===== src/rtl/top_dig_pkg.sv =====
// Shared widths, opcodes and PUF seed values for the top_dig test chip.
package top_dig_pkg;

  localparam int FRAME_W   = 136;
  localparam int PAYLOAD_W = 128;
  localparam int OP_W      = 8;

  localparam logic [7:0] FRAME_BITS = 8'(FRAME_W);

  localparam logic [OP_W-1:0] OP_EXC_DD = 8'h01;
  localparam logic [OP_W-1:0] OP_EXC_XR = 8'h02;
  localparam logic [OP_W-1:0] OP_RD_DD  = 8'h03;
  localparam logic [OP_W-1:0] OP_RD_XR  = 8'h04;
  localparam logic [OP_W-1:0] OP_CHAL   = 8'h05;
  localparam logic [OP_W-1:0] OP_SEED   = 8'h06;

  localparam logic [PAYLOAD_W-1:0] DD_SEED = 128'h0123456789ABCDEFFEDCBA9876543210;
  localparam logic [PAYLOAD_W-1:0] XR_SEED = 128'hA5A5A5A55A5A5A5AC3C3C3C33C3C3C3C;

  function automatic logic [PAYLOAD_W-1:0] rotl(input logic [PAYLOAD_W-1:0] v,
                                                input int unsigned sh);
    return (v << sh) | (v >> (PAYLOAD_W - sh));
  endfunction

endpackage


===== src/rtl/top_dig_spi_frame_slave.sv =====
// SPI mode-0 slave: pin synchronisers, SSEL deglitch, edge detection, 136-bit
// receive/transmit shift registers and a saturating bit counter.
module spi_frame_slave
  import top_dig_pkg::*;
(
  input  logic               clk,
  input  logic               rst_n,
  input  logic               ssel,
  input  logic               sclk,
  input  logic               mosi,
  input  logic [FRAME_W-1:0] tx_frame,
  output logic               miso,
  output logic               frame_valid,
  output logic [FRAME_W-1:0] frame_data
);

  logic [2:0]         ssel_s;
  logic               ssel_f;
  logic [2:0]         sclk_s;
  logic [1:0]         mosi_s;
  logic [FRAME_W-1:0] shift_in;
  logic [FRAME_W-1:0] shift_out;
  logic [7:0]         bit_cnt;

  logic ssel_fall;
  logic ssel_rise;
  logic sclk_rise;

  // SSEL changes state only after three agreeing samples, so any pulse shorter
  // than two CLK periods can never be accepted as a select edge.
  assign ssel_fall = ssel_f & (ssel_s == 3'b000);
  assign ssel_rise = ~ssel_f & (ssel_s == 3'b111);
  assign sclk_rise = sclk_s[1] & ~sclk_s[2] & ~ssel_f;

  assign frame_valid = ssel_rise & (bit_cnt == FRAME_BITS);
  assign frame_data  = shift_in;

  always_ff @(posedge clk or negedge rst_n) begin
    if (!rst_n) begin
      ssel_s    <= 3'b111;
      ssel_f    <= 1'b1;
      sclk_s    <= '0;
      mosi_s    <= '0;
      shift_in  <= '0;
      shift_out <= '0;
      bit_cnt   <= '0;
      miso      <= 1'b0;
    end else begin
      ssel_s <= {ssel_s[1:0], ssel};
      sclk_s <= {sclk_s[1:0], sclk};
      mosi_s <= {mosi_s[0], mosi};

      if (ssel_fall) ssel_f <= 1'b0;
      else if (ssel_rise) ssel_f <= 1'b1;

      if (ssel_fall) begin
        bit_cnt   <= '0;
        shift_out <= tx_frame;
        miso      <= tx_frame[FRAME_W-1];
      end else if (sclk_rise) begin
        shift_in  <= {shift_in[FRAME_W-2:0], mosi_s[1]};
        shift_out <= {shift_out[FRAME_W-2:0], 1'b0};
        miso      <= shift_out[FRAME_W-2];
        if (bit_cnt != FRAME_BITS) bit_cnt <= bit_cnt + 8'd1;
      end
    end
  end

endmodule


===== src/rtl/top_dig.sv =====
// Test-chip top: SPI command frames drive the DD-PUF / XOR-PUF models.
// Build option: TOP_DIG_ECHO_EN makes unrecognised opcodes loop the frame back.
module top_dig
  import top_dig_pkg::*;
(
  input  logic CLK,
  input  logic RESET,
  input  logic SSEL,
  input  logic SCLK,
  input  logic MOSI,
  output logic MISO
);

  logic                 frame_valid;
  logic [FRAME_W-1:0]   frame_data;
  logic [FRAME_W-1:0]   received;
  logic [FRAME_W-1:0]   to_send;
  logic [PAYLOAD_W-1:0] challenge;
  logic [PAYLOAD_W-1:0] dd;
  logic [PAYLOAD_W-1:0] xr;
  logic [15:0]          dd_cnt;
  logic [15:0]          xr_cnt;

  logic [OP_W-1:0]      op;
  logic [PAYLOAD_W-1:0] pl;

  assign op = frame_data[FRAME_W-1:PAYLOAD_W];
  assign pl = frame_data[PAYLOAD_W-1:0];

  spi_frame_slave u_spi (
    .clk         (CLK),
    .rst_n       (RESET),
    .ssel        (SSEL),
    .sclk        (SCLK),
    .mosi        (MOSI),
    .tx_frame    (to_send),
    .miso        (MISO),
    .frame_valid (frame_valid),
    .frame_data  (frame_data)
  );

  always_ff @(posedge CLK or negedge RESET) begin
    if (!RESET) begin
      received  <= '0;
      to_send   <= '0;
      challenge <= '0;
      dd        <= DD_SEED;
      xr        <= XR_SEED;
      dd_cnt    <= '0;
      xr_cnt    <= '0;
    end else begin
      if (dd_cnt != 16'd0) begin
        dd     <= rotl(dd, 1) ^ challenge;
        dd_cnt <= dd_cnt - 16'd1;
      end
      if (xr_cnt != 16'd0) begin
        xr     <= rotl(xr, 3) ^ ~challenge;
        xr_cnt <= xr_cnt - 16'd1;
      end

      // Opcode effects are assigned last so they win over a running excitation.
      if (frame_valid) begin
        received <= frame_data;
        case (op)
          OP_EXC_DD: dd_cnt <= pl[15:0];
          OP_EXC_XR: xr_cnt <= pl[15:0];
          OP_RD_DD:  to_send <= {OP_RD_DD, dd};
          OP_RD_XR:  to_send <= {OP_RD_XR, xr};
          OP_CHAL: begin
            challenge <= pl;
            to_send   <= {OP_CHAL, pl};
          end
          OP_SEED: begin
            dd     <= pl;
            xr     <= pl;
            dd_cnt <= '0;
            xr_cnt <= '0;
          end
          default: begin
`ifdef TOP_DIG_ECHO_EN
            to_send <= frame_data;
`endif
          end
        endcase
      end
    end
  end

endmodule


===== config.mk =====
export PLATFORM = sky130hd
export DESIGN_NAME = top_dig
export DESIGN_NICKNAME = d
export VERILOG_FILES = /design/src/rtl/top_dig_pkg.sv /design/src/rtl/top_dig_spi_frame_slave.sv /design/src/rtl/top_dig.sv
export SDC_FILE = /design/constraint.sdc
export NUM_CORES = 2
export LEC_CHECK = 0
export ABC_AREA = 1
export BUFFER_PORTS_ARGS = -buffer_cell sky130_fd_sc_hd__buf_2
export CAP_MARGIN = 30
export CORE_ASPECT_RATIO = 1.1
export CORE_MARGIN = 5
export CORE_UTILIZATION = 62
export CTS_BUF_LIST = sky130_fd_sc_hd__clkbuf_2
export CTS_CLUSTER_SIZE = 16
export DETAILED_ROUTE_END_ITERATION = 10
export PLACE_DENSITY = 0.78
export SETUP_SLACK_MARGIN = 0.1
export SYNTH_ARGS = -nofsm -noshare
export SYNTH_HDL_FRONTEND = slang
export SYNTH_HIERARCHICAL = 1
export SYNTH_SLANG_ARGS = --single-unit

===== constraint.sdc =====
create_clock -name CLK -period 2.6 [get_ports CLK]
set_input_delay 0.13 -clock CLK [delete_from_list [all_inputs] [get_ports CLK]]
set_output_delay 0.13 -clock CLK [all_outputs]
set_load 0.1 [all_outputs]

==> qor_table.md <==
| Parameter | Value |
|---|---|
| Vias per inst | 5.75 |
| IO Count | 6 |
| Cell with the largest stage delay on the worst path | sky130_fd_sc_hd__dfrtp_1 |
| Post-synthesis cell count | 5387 |
| Vertical die dimension | 283 um |
| Transition time of the tightest slew-check pin | 1150 ps |
| Portion of the post-synthesis area used by sequential elements | 0.501 |
| Cts bufs inserted | 207 |
| Setup CP Type | reg2reg |
| First DRT Iteration DRCs | 4131 |
| Standard cell core area | 67400 sq um |
| Crit path max fanout | 141 |
| GRT Util Overall | 0.305 |
| Syn Area/Cell | 7.81 sq um |
| First-pass GRT wire length | 186000 um |
| DRC violations left | 0 |
| Hold crit path type | in2async |
| TritonCTS clock tree | built |
| Initial core utilization | 0.624 |
| Number of enable-type register cells in the synthesized netlist | 0 |
| WL/cell | 17.9 um |
| Slowest cell delay on critical path | 400 ps |
| Detailed Place HPWL | 62200 um |
| Period minus WS final | 2450 ps |
| Remaining global-route overflow | 0 |
| Total detailed-routing wirelength | 115000 um |
| Primary FF master, synth | sky130_fd_sc_hd__dfrtp_1 |
| Final weighted congestion of routability-driven global placement | 0.842 |
| Fin area | 45600 sq um |
| Layout cell share with drive strength beyond 1 | 0.113 |
| Unique masters post-synth | 31 |
| Number of failing hold endpoints at the final stage | 0 |
| Deepest level of the CTS H-tree | 4 |
| Required @ worst endpoint | 3890 ps |
| Slew Viols, Final | 0 |
| Net total in the final layout | 5394 |
| Run status | finished, final reports clean |
| Maximum operating frequency | 409 MHz |
| Fin Clk Skew | 114 ps |
| Synthesis-to-layout area growth | 8.42% |
| Largest net degree at the start of global routing | 142 |
| Placed Instance Area | 43000 sq um |
| Crit-path cells | nor2_1 > nand3_1 > nor2_4 > nand2_8 > buf_12 > nand2_1 > nand3_1 > nand2_1 > inv_1 |
| Port bufs | 5 |
| Clk_lat worst skew | 1490 ps |
| Fraction of the cycle the final worst path needs | 0.940 |
| Maximum clock path buffer count | 3 |
| Final sum of negative setup slack | 0 ps |
| Leakage | 24.5 nW |
| Proportion of register bits with asynchronous set or reset after synthesis | 1.00 |
| Initial antenna violation count | 2 |
| Warnings, synthesis | 6 |
| Final-report setup violation count | 0 |
| Unrepaired setup endpoints after global routing | yes |
| Vias in the first global route | 35900 |
| Root Buffer | sky130_fd_sc_hd__clkbuf_2 |
| Drt first pass iters | 6 |
| Die outline area | 73200 sq um |
| Die Span X | 258 um |
| Detailed-route via count | 37000 |
| Peak supply drop | 502 uV |
| Clock sink count | 836 |
| Cell Rows | 100 |
| Max-cap violation count | 0 |
| Remaining antenna violation count | 0 |
| Kind of end point of the critical path | flop |
| Netlist area before placement | 42100 sq um |
| Slew HR | 0.236 |
| Startpoint class of the critical path | flop |
| Flop and latch count out of synthesis | 836 |
| CP Data Arrival Time | 3730 ps |
| Clock-pin slew on the worst setup and hold paths | 110 ps |
| Number of fill cells | 5528 |
| Power per cell area | 533 nW/um^2 |
synthesized netlist by cell type, types with 2 or more instances:
cell	n	area [sq um]
sky130_fd_sc_hd__nand2_1	1997	7500
sky130_fd_sc_hd__nand3_1	1031	5160
sky130_fd_sc_hd__dfrtp_1	704	17600
sky130_fd_sc_hd__inv_1	496	1860
sky130_fd_sc_hd__buf_2	172	861
sky130_fd_sc_hd__xor2_1	141	1230
sky130_fd_sc_hd__o211ai_1	137	1030
sky130_fd_sc_hd__xnor2_1	134	1170
sky130_fd_sc_hd__dfstp_2	132	3470
sky130_fd_sc_hd__clkbuf_1	91	342
sky130_fd_sc_hd__o21ai_0	82	410
sky130_fd_sc_hd__nor2_1	72	270
sky130_fd_sc_hd__o21ai_1	69	345
sky130_fd_sc_hd__buf_4	44	330
sky130_fd_sc_hd__buf_1	34	128
sky130_fd_sc_hd__inv_2	9	33.8
sky130_fd_sc_hd__nor2_2	6	37.5
sky130_fd_sc_hd__nor3_1	6	30.0
sky130_fd_sc_hd__ha_1	5	62.6
sky130_fd_sc_hd__o22ai_1	5	31.3
sky130_fd_sc_hd__nand2_2	4	25.0
sky130_fd_sc_hd__nand4_1	4	25.0
sky130_fd_sc_hd__nand3_2	3	30.0
sky130_fd_sc_hd__a21oi_1	2	10.0
sequential cells by signal (all words and copies together), names as in the netlist:
register and flops:
u_spi/sclk_s 3, u_spi/bit_cnt 8, challenge 128, dd_cnt 16, u_spi/ssel_f 1, xr 128
u_spi/mosi_s 2, to_send 131, u_spi/shift_out 135, dd 128, u_spi/miso 1, u_spi/frame_data 136
xr_cnt 16, u_spi/ssel_s 3
layer usage:
metal / GRT usage / wire length [um]
met5: 0 / 0
met1: 0.423 / 46900
met2: 0.486 / 54200
met4: 0.110 / 3260
met3: 0.0570 / 10900
final cells by class:
type	instances	area (sq um)	share of cell area
tap	867	1080	0.0238
sequential	836	21100	0.462
antenna	5	12.5	0.000274
clock inverter	56	395	0.00867
clock buffer	334	1670	0.0367
inverter	506	1920	0.0421
multi-input combinational	3708	17600	0.385
timing repair buffer	125	1860	0.0408
critical path: cells and delay by family (launching register included):
family / cells / cell delay [ps]
AND/OR/NAND/NOR: 7 / 1210
flip-flops: 1 / 400
buffers and inverters: 2 / 240
what timing repair did:
action / CTS / global route
buffers inserted: 0 / 7
endpoints found under the setup margin: 0 / 269
resized for setup: 0 / 16
hold endpoints to repair: 839 / 0
hold buffers: 13 / 0
metrics by stage:
| step | setup WS [ps] | total power [mW] | hold WS, ps | cells | utilization |
|---|---|---|---|---|---|
| after detailed placement | 250 | 15.0 | 72.2 | 6010 | 0.637 |
| final | 155 | 24.3 | 311 | 6437 | 0.676 |
| after global placement | 373 | 15.0 | 69.1 | 6010 | 0.637 |
| after floorplan | 513 | 14.3 | -166 | 5391 | - |
| after global routing | 84.5 | 25.4 | 207 | 6437 | 0.676 |
| after CTS | 101 | 24.5 | 166 | 6413 | 0.670 |
power breakdown:
part	switching, mW	total (mW)	internal [mW]
logic	1.17	1.47	0.302
clock network	5.55	9.48	3.93
registers	0.219	13.4	13.2
placed cells by master, fill, tap and decap left out, types with 3 or more instances in the layout:
| cell | count |
|---|---|
| sky130_fd_sc_hd__nand2_1 | 1995 |
| sky130_fd_sc_hd__inv_6 | 3 |
| sky130_fd_sc_hd__dfstp_2 | 132 |
| sky130_fd_sc_hd__clkinv_4 | 4 |
| sky130_fd_sc_hd__inv_1 | 495 |
| sky130_fd_sc_hd__dfrtp_1 | 704 |
| sky130_fd_sc_hd__clkinvlp_4 | 3 |
| sky130_fd_sc_hd__buf_12 | 47 |
| sky130_fd_sc_hd__o22ai_1 | 5 |
| sky130_fd_sc_hd__nor2_4 | 6 |
| sky130_fd_sc_hd__dlygate4sd3_1 | 12 |
| sky130_fd_sc_hd__xor2_1 | 141 |
| sky130_fd_sc_hd__clkbuf_16 | 10 |
| sky130_fd_sc_hd__o211ai_1 | 137 |
| sky130_fd_sc_hd__nor2_1 | 70 |
| sky130_fd_sc_hd__buf_8 | 3 |
| sky130_fd_sc_hd__buf_6 | 4 |
| sky130_fd_sc_hd__nor3_1 | 5 |
| sky130_fd_sc_hd__conb_1 | 5 |
| sky130_fd_sc_hd__diode_2 | 5 |
| sky130_fd_sc_hd__clkinv_1 | 36 |
| sky130_fd_sc_hd__clkinv_2 | 6 |
| sky130_fd_sc_hd__o21ai_0 | 82 |
| sky130_fd_sc_hd__xnor2_1 | 134 |
| sky130_fd_sc_hd__nand3_1 | 1029 |
| sky130_fd_sc_hd__nand4_1 | 4 |
| sky130_fd_sc_hd__o21ai_1 | 69 |
| sky130_fd_sc_hd__buf_2 | 4 |
| sky130_fd_sc_hd__bufinv_16 | 5 |
| sky130_fd_sc_hd__clkbuf_2 | 334 |
| sky130_fd_sc_hd__buf_16 | 5 |
| sky130_fd_sc_hd__nand3_4 | 4 |
| sky130_fd_sc_hd__inv_2 | 6 |
| sky130_fd_sc_hd__buf_4 | 40 |
| sky130_fd_sc_hd__nand2_8 | 4 |
| sky130_fd_sc_hd__ha_1 | 5 |
logic make-up after synthesis:
family | after synthesis | share of synthesized area
buf+inv | 848 | 0.0849
xor+xnor | 275 | 0.0573
other cells | 1 | 0.0000892
fa+ha+maj | 5 | 0.00149
flops | 836 | 0.501
simple gates | 3125 | 0.311
compound gates | 297 | 0.0438
worst paths after layout:
check	startpoint	endpoint	slack [ps]	cells after the start
setup / recovery	dd_cnt[13]	dd[37]	150	9
hold / removal	RESET	to_send[130]	310	5
setup reg to reg	dd_cnt[13]	dd[37]	150	9
hold reg to reg	u_spi/sclk_s[0]	u_spi/sclk_s[1]	350	0
max in group asynchronous	RESET	xr[70]	1290	7
min in group CLK	u_spi/sclk_s[0]	u_spi/sclk_s[1]	350	0
Power figures use the tool's default switching activity.
